## config.mk

```make
export PLATFORM = sky130hd
export DESIGN_NAME = cpu_axi_bridge
export DESIGN_NICKNAME = d
export VERILOG_FILES = /design/src/rtl/cpu_axi_bridge.sv
export SDC_FILE = /design/constraint.sdc
export NUM_CORES = 1
export LEC_CHECK = 0
export CAP_MARGIN = 20
export CORE_AREA = 2 2 142 144
export CTS_BUF_LIST = sky130_fd_sc_hd__clkbuf_4 sky130_fd_sc_hd__clkbuf_8
export CTS_CLUSTER_DIAMETER = 50
export DETAILED_ROUTE_END_ITERATION = 10
export DIE_AREA = 0 0 144 146
export PLACE_DENSITY = 0.76
export SLEW_MARGIN = 15
export SYNTH_ARGS = -nofsm -noshare
export SYNTH_HDL_FRONTEND = slang
export SYNTH_SLANG_ARGS = --single-unit
export TNS_END_PERCENT = 30
```

## constraint.sdc

```tcl
create_clock -name clk -period 1.78 [get_ports clk]
set_clock_uncertainty 0.05 [all_clocks]
set_input_delay 0.178 -clock clk [delete_from_list [all_inputs] [get_ports clk]]
set_output_delay 0.178 -clock clk [all_outputs]
set_load 0.02 [all_outputs]
```

## src/rtl/cpu_axi_bridge.sv

```systemverilog
`default_nettype none
// =============================================================================
// cpu_axi_bridge : inst/data SRAM-like request ports merged onto one AXI3 master
// Revision       : 1.0
// =============================================================================
module cpu_axi_bridge #(
  parameter logic [3:0] INST_ID = 4'd0,
  parameter logic [3:0] DATA_ID = 4'd1
) (
  input  logic        clk,
  input  logic        resetn,
  // inst port
  input  logic        inst_sram_req,
  input  logic        inst_sram_wr,
  input  logic [1:0]  inst_sram_size,
  input  logic [3:0]  inst_sram_wstrb,
  input  logic [31:0] inst_sram_addr,
  input  logic [31:0] inst_sram_wdata,
  output logic        inst_sram_addr_ok,
  output logic        inst_sram_data_ok,
  output logic [31:0] inst_sram_rdata,
  // data port
  input  logic        data_sram_req,
  input  logic        data_sram_wr,
  input  logic [1:0]  data_sram_size,
  input  logic [3:0]  data_sram_wstrb,
  input  logic [31:0] data_sram_addr,
  input  logic [31:0] data_sram_wdata,
  output logic        data_sram_addr_ok,
  output logic        data_sram_data_ok,
  output logic [31:0] data_sram_rdata,
  // AR / R
  output logic [3:0]  arid,
  output logic [31:0] araddr,
  output logic [2:0]  arsize,
  output logic        arvalid,
  input  logic        arready,
  input  logic [3:0]  rid,
  input  logic [31:0] rdata,
  input  logic        rvalid,
  output logic        rready,
  // AW / W / B
  output logic [31:0] awaddr,
  output logic [2:0]  awsize,
  output logic        awvalid,
  input  logic        awready,
  output logic [31:0] wdata,
  output logic [3:0]  wstrb,
  output logic        wvalid,
  input  logic        wready,
  input  logic        bvalid,
  output logic        bready
);

  typedef enum logic [1:0] {R_IDLE = 2'd0, R_AR = 2'd1, R_R = 2'd2} rstate_t;
  typedef enum logic [1:0] {W_IDLE = 2'd0, W_REQ = 2'd1, W_B = 2'd2} wstate_t;

  rstate_t     r_rstate;
  wstate_t     r_wstate;
  logic [3:0]  r_arid;
  logic [31:0] r_araddr;
  logic [2:0]  r_arsize;
  logic        r_arvalid;
  logic        r_rready;
  logic [31:0] r_awaddr;
  logic [2:0]  r_awsize;
  logic [31:0] r_wdata;
  logic [3:0]  r_wstrb;
  logic        r_awvalid;
  logic        r_wvalid;
  logic        r_bready;

  logic w_data_rd_busy;
  logic w_data_port_idle;
  logic w_data_rd_req;
  logic w_data_rd_acc;
  logic w_data_wr_acc;
  logic w_inst_rd_acc;
  logic w_r_fire;
  logic w_b_fire;
  logic w_aw_done;
  logic w_w_done;
  logic w_unused_inst;

  // The inst port is read-only; its write fields are intentionally dropped.
  assign w_unused_inst = ^{inst_sram_wr, inst_sram_wstrb, inst_sram_wdata, rid};

  // Data requests are serialised: one data transaction in flight across both FSMs.
  assign w_data_rd_busy   = (r_rstate != R_IDLE) && (r_arid == DATA_ID);
  assign w_data_port_idle = !w_data_rd_busy && (r_wstate == W_IDLE);
  assign w_data_rd_req    = data_sram_req && !data_sram_wr;

  assign w_data_rd_acc = resetn && (r_rstate == R_IDLE) && w_data_rd_req && w_data_port_idle;
  assign w_data_wr_acc = resetn && (r_wstate == W_IDLE) && data_sram_req && data_sram_wr
                         && w_data_port_idle;
  assign w_inst_rd_acc = resetn && (r_rstate == R_IDLE) && inst_sram_req && !w_data_rd_req;

  assign w_r_fire  = r_rready && rvalid;
  assign w_b_fire  = r_bready && bvalid;
  assign w_aw_done = !r_awvalid || awready;
  assign w_w_done  = !r_wvalid || wready;

  assign inst_sram_addr_ok = w_inst_rd_acc;
  assign data_sram_addr_ok = w_data_rd_acc || w_data_wr_acc;
  assign inst_sram_data_ok = w_r_fire && (r_arid == INST_ID);
  assign data_sram_data_ok = (w_r_fire && (r_arid == DATA_ID)) || w_b_fire;
  assign inst_sram_rdata   = inst_sram_data_ok ? rdata : 32'd0;
  assign data_sram_rdata   = (w_r_fire && (r_arid == DATA_ID)) ? rdata : 32'd0;

  assign arid    = r_arid;
  assign araddr  = r_araddr;
  assign arsize  = r_arsize;
  assign arvalid = r_arvalid;
  assign rready  = r_rready;
  assign awaddr  = r_awaddr;
  assign awsize  = r_awsize;
  assign awvalid = r_awvalid;
  assign wdata   = r_wdata;
  assign wstrb   = r_wstrb;
  assign wvalid  = r_wvalid;
  assign bready  = r_bready;

  always_ff @(posedge clk or negedge resetn) begin
    if (!resetn) begin
      r_rstate  <= R_IDLE;
      r_arid    <= 4'd0;
      r_araddr  <= 32'd0;
      r_arsize  <= 3'd0;
      r_arvalid <= 1'b0;
      r_rready  <= 1'b0;
    end else begin
      case (r_rstate)
        R_IDLE: begin
          if (w_data_rd_acc) begin
            r_arid    <= DATA_ID;
            r_araddr  <= data_sram_addr;
            r_arsize  <= {1'b0, data_sram_size};
            r_arvalid <= 1'b1;
            r_rstate  <= R_AR;
          end else if (w_inst_rd_acc) begin
            r_arid    <= INST_ID;
            r_araddr  <= inst_sram_addr;
            r_arsize  <= {1'b0, inst_sram_size};
            r_arvalid <= 1'b1;
            r_rstate  <= R_AR;
          end
        end
        R_AR: begin
          if (arready) begin
            r_arvalid <= 1'b0;
            r_rready  <= 1'b1;
            r_rstate  <= R_R;
          end
        end
        R_R: begin
          if (rvalid) begin
            r_rready <= 1'b0;
            r_rstate <= R_IDLE;
          end
        end
        default: r_rstate <= R_IDLE;
      endcase
    end
  end

  // AW and W retire independently; B is awaited only once both have landed.
  always_ff @(posedge clk or negedge resetn) begin
    if (!resetn) begin
      r_wstate  <= W_IDLE;
      r_awaddr  <= 32'd0;
      r_awsize  <= 3'd0;
      r_wdata   <= 32'd0;
      r_wstrb   <= 4'd0;
      r_awvalid <= 1'b0;
      r_wvalid  <= 1'b0;
      r_bready  <= 1'b0;
    end else begin
      case (r_wstate)
        W_IDLE: begin
          if (w_data_wr_acc) begin
            r_awaddr  <= data_sram_addr;
            r_awsize  <= {1'b0, data_sram_size};
            r_wdata   <= data_sram_wdata;
            r_wstrb   <= data_sram_wstrb;
            r_awvalid <= 1'b1;
            r_wvalid  <= 1'b1;
            r_wstate  <= W_REQ;
          end
        end
        W_REQ: begin
          if (awready) r_awvalid <= 1'b0;
          if (wready)  r_wvalid  <= 1'b0;
          if (w_aw_done && w_w_done) begin
            r_bready <= 1'b1;
            r_wstate <= W_B;
          end
        end
        W_B: begin
          if (bvalid) begin
            r_bready <= 1'b0;
            r_wstate <= W_IDLE;
          end
        end
        default: r_wstate <= W_IDLE;
      endcase
    end
  end

endmodule
`default_nettype wire

```

==> flow_metrics.py <==
metrics = {
    "run": {
        "drv_cap": 0,
    },
    "floorplanning": {
        "rows": 51,
        "core_area_sq_mm": 0.0193,
        "die_w_um": 144,
        "dieHeight_um": 146,
        "design.portCount": 370,
        "dieArea_sq_mm": 0.0210,
        "initial_core_util_pct": 27.3,
    },
    "placement": {
        "port_buffers": 323,
        "dp_cells": 990,
        "hpwl_um": 13500,
        "gp_congestion": 0.813,
    },
    "timing": {
        "rsz0062_at_grt": "yes",
        "hold_violations": 0,
        "setup_violations": 35,
        "fin_ws_ns": -0.103,
        "max_slew_margin_pct": 64.8,
        "max_slew.worst_pin.slew_ns": 0.529,
        "fmax_mhz": 531,
        "setup_tns_ns": -2.23,
        "period_needed_ns": 1.88,
        "post-route-period-util_pct": 106,
        "maxSlewViolCount": 0,
    },
    "cells_and_area": {
        "n_fill_cell": 1679,
        "drive_above_1_share_pct": 38.7,
        "area_growth_pct": 87.2,
        "fin_nets": 946,
        "seq_area_sq_mm": 0.00285,
        "fin_util_pct": 51.1,
        "finalNonFillerCells": 1036,
        "multiInputGateArea_sq_mm": 0.00238,
    },
    "clock_tree": {
        "clkLatencyLatePin_ns": 0.42,
        "numCtsBuffers": 17,
        "ctsRootBufferMaster": "clkbuf_8",
        "cts_tree": "done",
        "cts_max_path_buffers": 2,
        "clkTransAtPathRegs_ns": 0.07,
        "cts.sinks": 114,
        "ctsHtreeMaxLevel": 4,
    },
    "critical_path": {
        "critical_path.max_fanout": 5,
        "cp_top_family": "buffers and inverters",
        "path_buf_inv": 3,
        "r2r_end": "araddr[7]",
        "path_class": "reg2reg",
        "ff2ff_path_depth": 7,
        "rrSetupSlack_ns": -0.10,
        "cp.required_ns": 2.04,
        "cp-start-kind": "flop",
        "crit_top_cell": "buf_12",
        "crit_path_end_kind": "flop",
        "worstPathArrival_ns": 2.14,
        "max_stage_delay_ns": 0.42,
        "crit_slowest_cell": "dfrtp_1",
        "path_cells": "nor2_4 -> nand3b_1 -> buf_12 -> a21oi_4 -> buf_12 -> clkbuf_16 -> mux2_2",
        "worst_r2r_startpoint": "r_wstate[0]",
    },
    "synthesis": {
        "synth_edf_count": 0,
        "syn-cell-area_sq_mm": 0.00527,
        "muxShareOfSynthArea_pct": 30.2,
        "yosysWarnings": 0,
        "yosysSeqAreaShare_pct": 54.1,
        "synthSimpleGateAreaFrac_pct": 10.4,
        "async_reset_ff_share_pct": 100,
        "synth_ff_type": "dfrtp_1",
        "syn_inst": 391,
        "synth_fa_ha_area_share_pct": 0,
        "synth-xor-area-share_pct": 0,
        "ys_ff_latch": 114,
        "avgSynthCellArea_sq_um": 13.5,
        "synth_compound_area_share_pct": 1.73,
        "synth_top_family_by_area": "multiplexers",
        "synth.distinct_cells": 26,
    },
    "global_route": {
        "grt_pass1_vias": 4757,
        "use_met2_pct": 31.5,
        "use_met3_pct": 7.63,
        "grt_use_met1_pct": 17.0,
        "grt_max_degree": 56,
        "busiest_layer": "met2",
        "antenna_found_initial": 0,
        "grt_pass1_wl_um": 26800,
        "grt_usage_pct": 17.0,
        "overflow": 0,
    },
    "power_and_ir_drop": {
        "p_per_area_mw_per_mm2": 1580,
        "total_power_mw": 15.6,
        "leakage_nw": 4.34,
        "vdd_drop_max_mv": 1.08,
    },
    "route": {
        "wl_per_cell_um": 17.7,
        "vias_per_cell": 4.35,
        "firstDrtPassIters": 4,
        "ant_nets": 0,
        "wirelength_um": 18300,
        "vias": 4502,
        "drt-initial-drc-count": 76,
        "drc_errors": 0,
    },
    "worst_hold_path": {
        "min_path_type": "in2async",
    },
    "status": {
        "violations": "setup timing",
        "status": "finished with violations",
    },
}
[cell usage after synthesis (all sizes together), types with 2 or more instances]
| library cell | n | share of area (%) |
|---|---|---|
| a21o | 2 | 0.28 |
| a21oi | 4 | 0.59 |
| and2 | 64 | 7.6 |
| and3 | 2 | 0.24 |
| buf | 20 | 3.0 |
| clkbuf | 6 | 0.43 |
| dfrtp | 114 | 54 |
| inv | 2 | 0.14 |
| mux2 | 138 | 30 |
| nand2 | 13 | 0.93 |
| nor2 | 7 | 0.55 |
| nor2b | 4 | 0.47 |
| o21ai | 9 | 0.85 |
[sequential cells by signal, indices dropped and copies added (netlist names), 2 cells and up]
name,count
awsize,2
wstrb,4
r_wstate,2
r_rstate,2
araddr,32
arsize,2
wdata,32
awaddr,32
[worst max-delay path by stage]
stage / from / to / slack [ns] / cells after the start
final: r_wstate[0] / araddr[7] / -0.10 / 7
after global routing: r_wstate[0] / araddr[7] / -0.16 / 7
after CTS: r_wstate[0] / araddr[14] / -0.1 / 7
after detailed placement: rvalid / inst_sram_rdata[3] / -0.39 / 6
after global placement: rvalid / inst_sram_rdata[14] / -0.38 / 6
after floorplan: r_wstate[1] / araddr[21] / 0.06 / 6
[area by class of cell]
type                       instances  area share [%]
timing repair buffer             371            39.0
inverter                           2          0.0760
clock inverter                    10            1.85
multi-input combinational        253            24.1
clock buffer                      20            2.72
tap                              265            3.36
sequential                       114            28.9
antenna                            1          0.0253
[through the flow]
| step | hold slack (ns) | cell area [sq um] | setup slack, ns |
|---|---|---|---|
| after floorplan | -0.168 | 5290 | 0.0634 |
| after global placement | 0.103 | 9030 | -0.382 |
| after detailed placement | 0.0996 | 9030 | -0.385 |
| after CTS | 0.193 | 9500 | -0.0964 |
| after global routing | 0.215 | 9870 | -0.164 |
| final | 0.251 | 9870 | -0.103 |
[power by group]
part	switching, mW	internal [mW]
combinational	3.63	4.53
sequential	0.696	3.90
clock	1.07	1.74
[worst register-to-register path: cells and delay by family (launching register included)]
| kind | cells | cell delay [ns] |
|---|---|---|
| AO/OA/AOI/OAI | 1 | 0.17 |
| flip-flops | 1 | 0.42 |
| AND/OR/NAND/NOR | 2 | 0.29 |
| multiplexers | 1 | 0.33 |
| buffers and inverters | 3 | 0.52 |
[cell usage in the layout, fill, tap and decap left out, types with 3 or more instances in the layout]
cell type and count:
buf_6 63, clkbuf_8 19, mux2_2 107, a21oi_1 3, and2_1 61, o21ai_0 7
nor2_1 4, buf_16 4, conb_1 5, bufinv_16 5, nand2_1 11, buf_12 6
clkdlybuf4s50_1 251, and2_4 3, buf_2 3, mux2_4 31, clkinv_2 3, buf_4 37
dfrtp_1 113, nor2b_1 4
[kinds of logic (layout without fill, tap and decap cells)]
logic type             Yosys count  count (layout)
buffers and inverters           28             403
other                            1               6
DFF                            114             114
and+or+nand+nor                 95              95
AOI/OAI and AO/OA               15              15
muxes                          138             138
[metal layers]
metal	wire, um	share of wire [%]
met5	0	0
met4	242	1.3
met3	1870	10
met2	9530	52
met1	6700	37
[timing repair]
action,4_1_cts,5_1_grt
setup endpoints to repair,104,138
pin swaps,4,2
buffers inserted,9,2
cloned,4,2
endpoints found under the hold margin,77,0
hold buffers,1,0
gates resized for setup,331,112
Note: power is estimated with default switching activity, not from simulation.
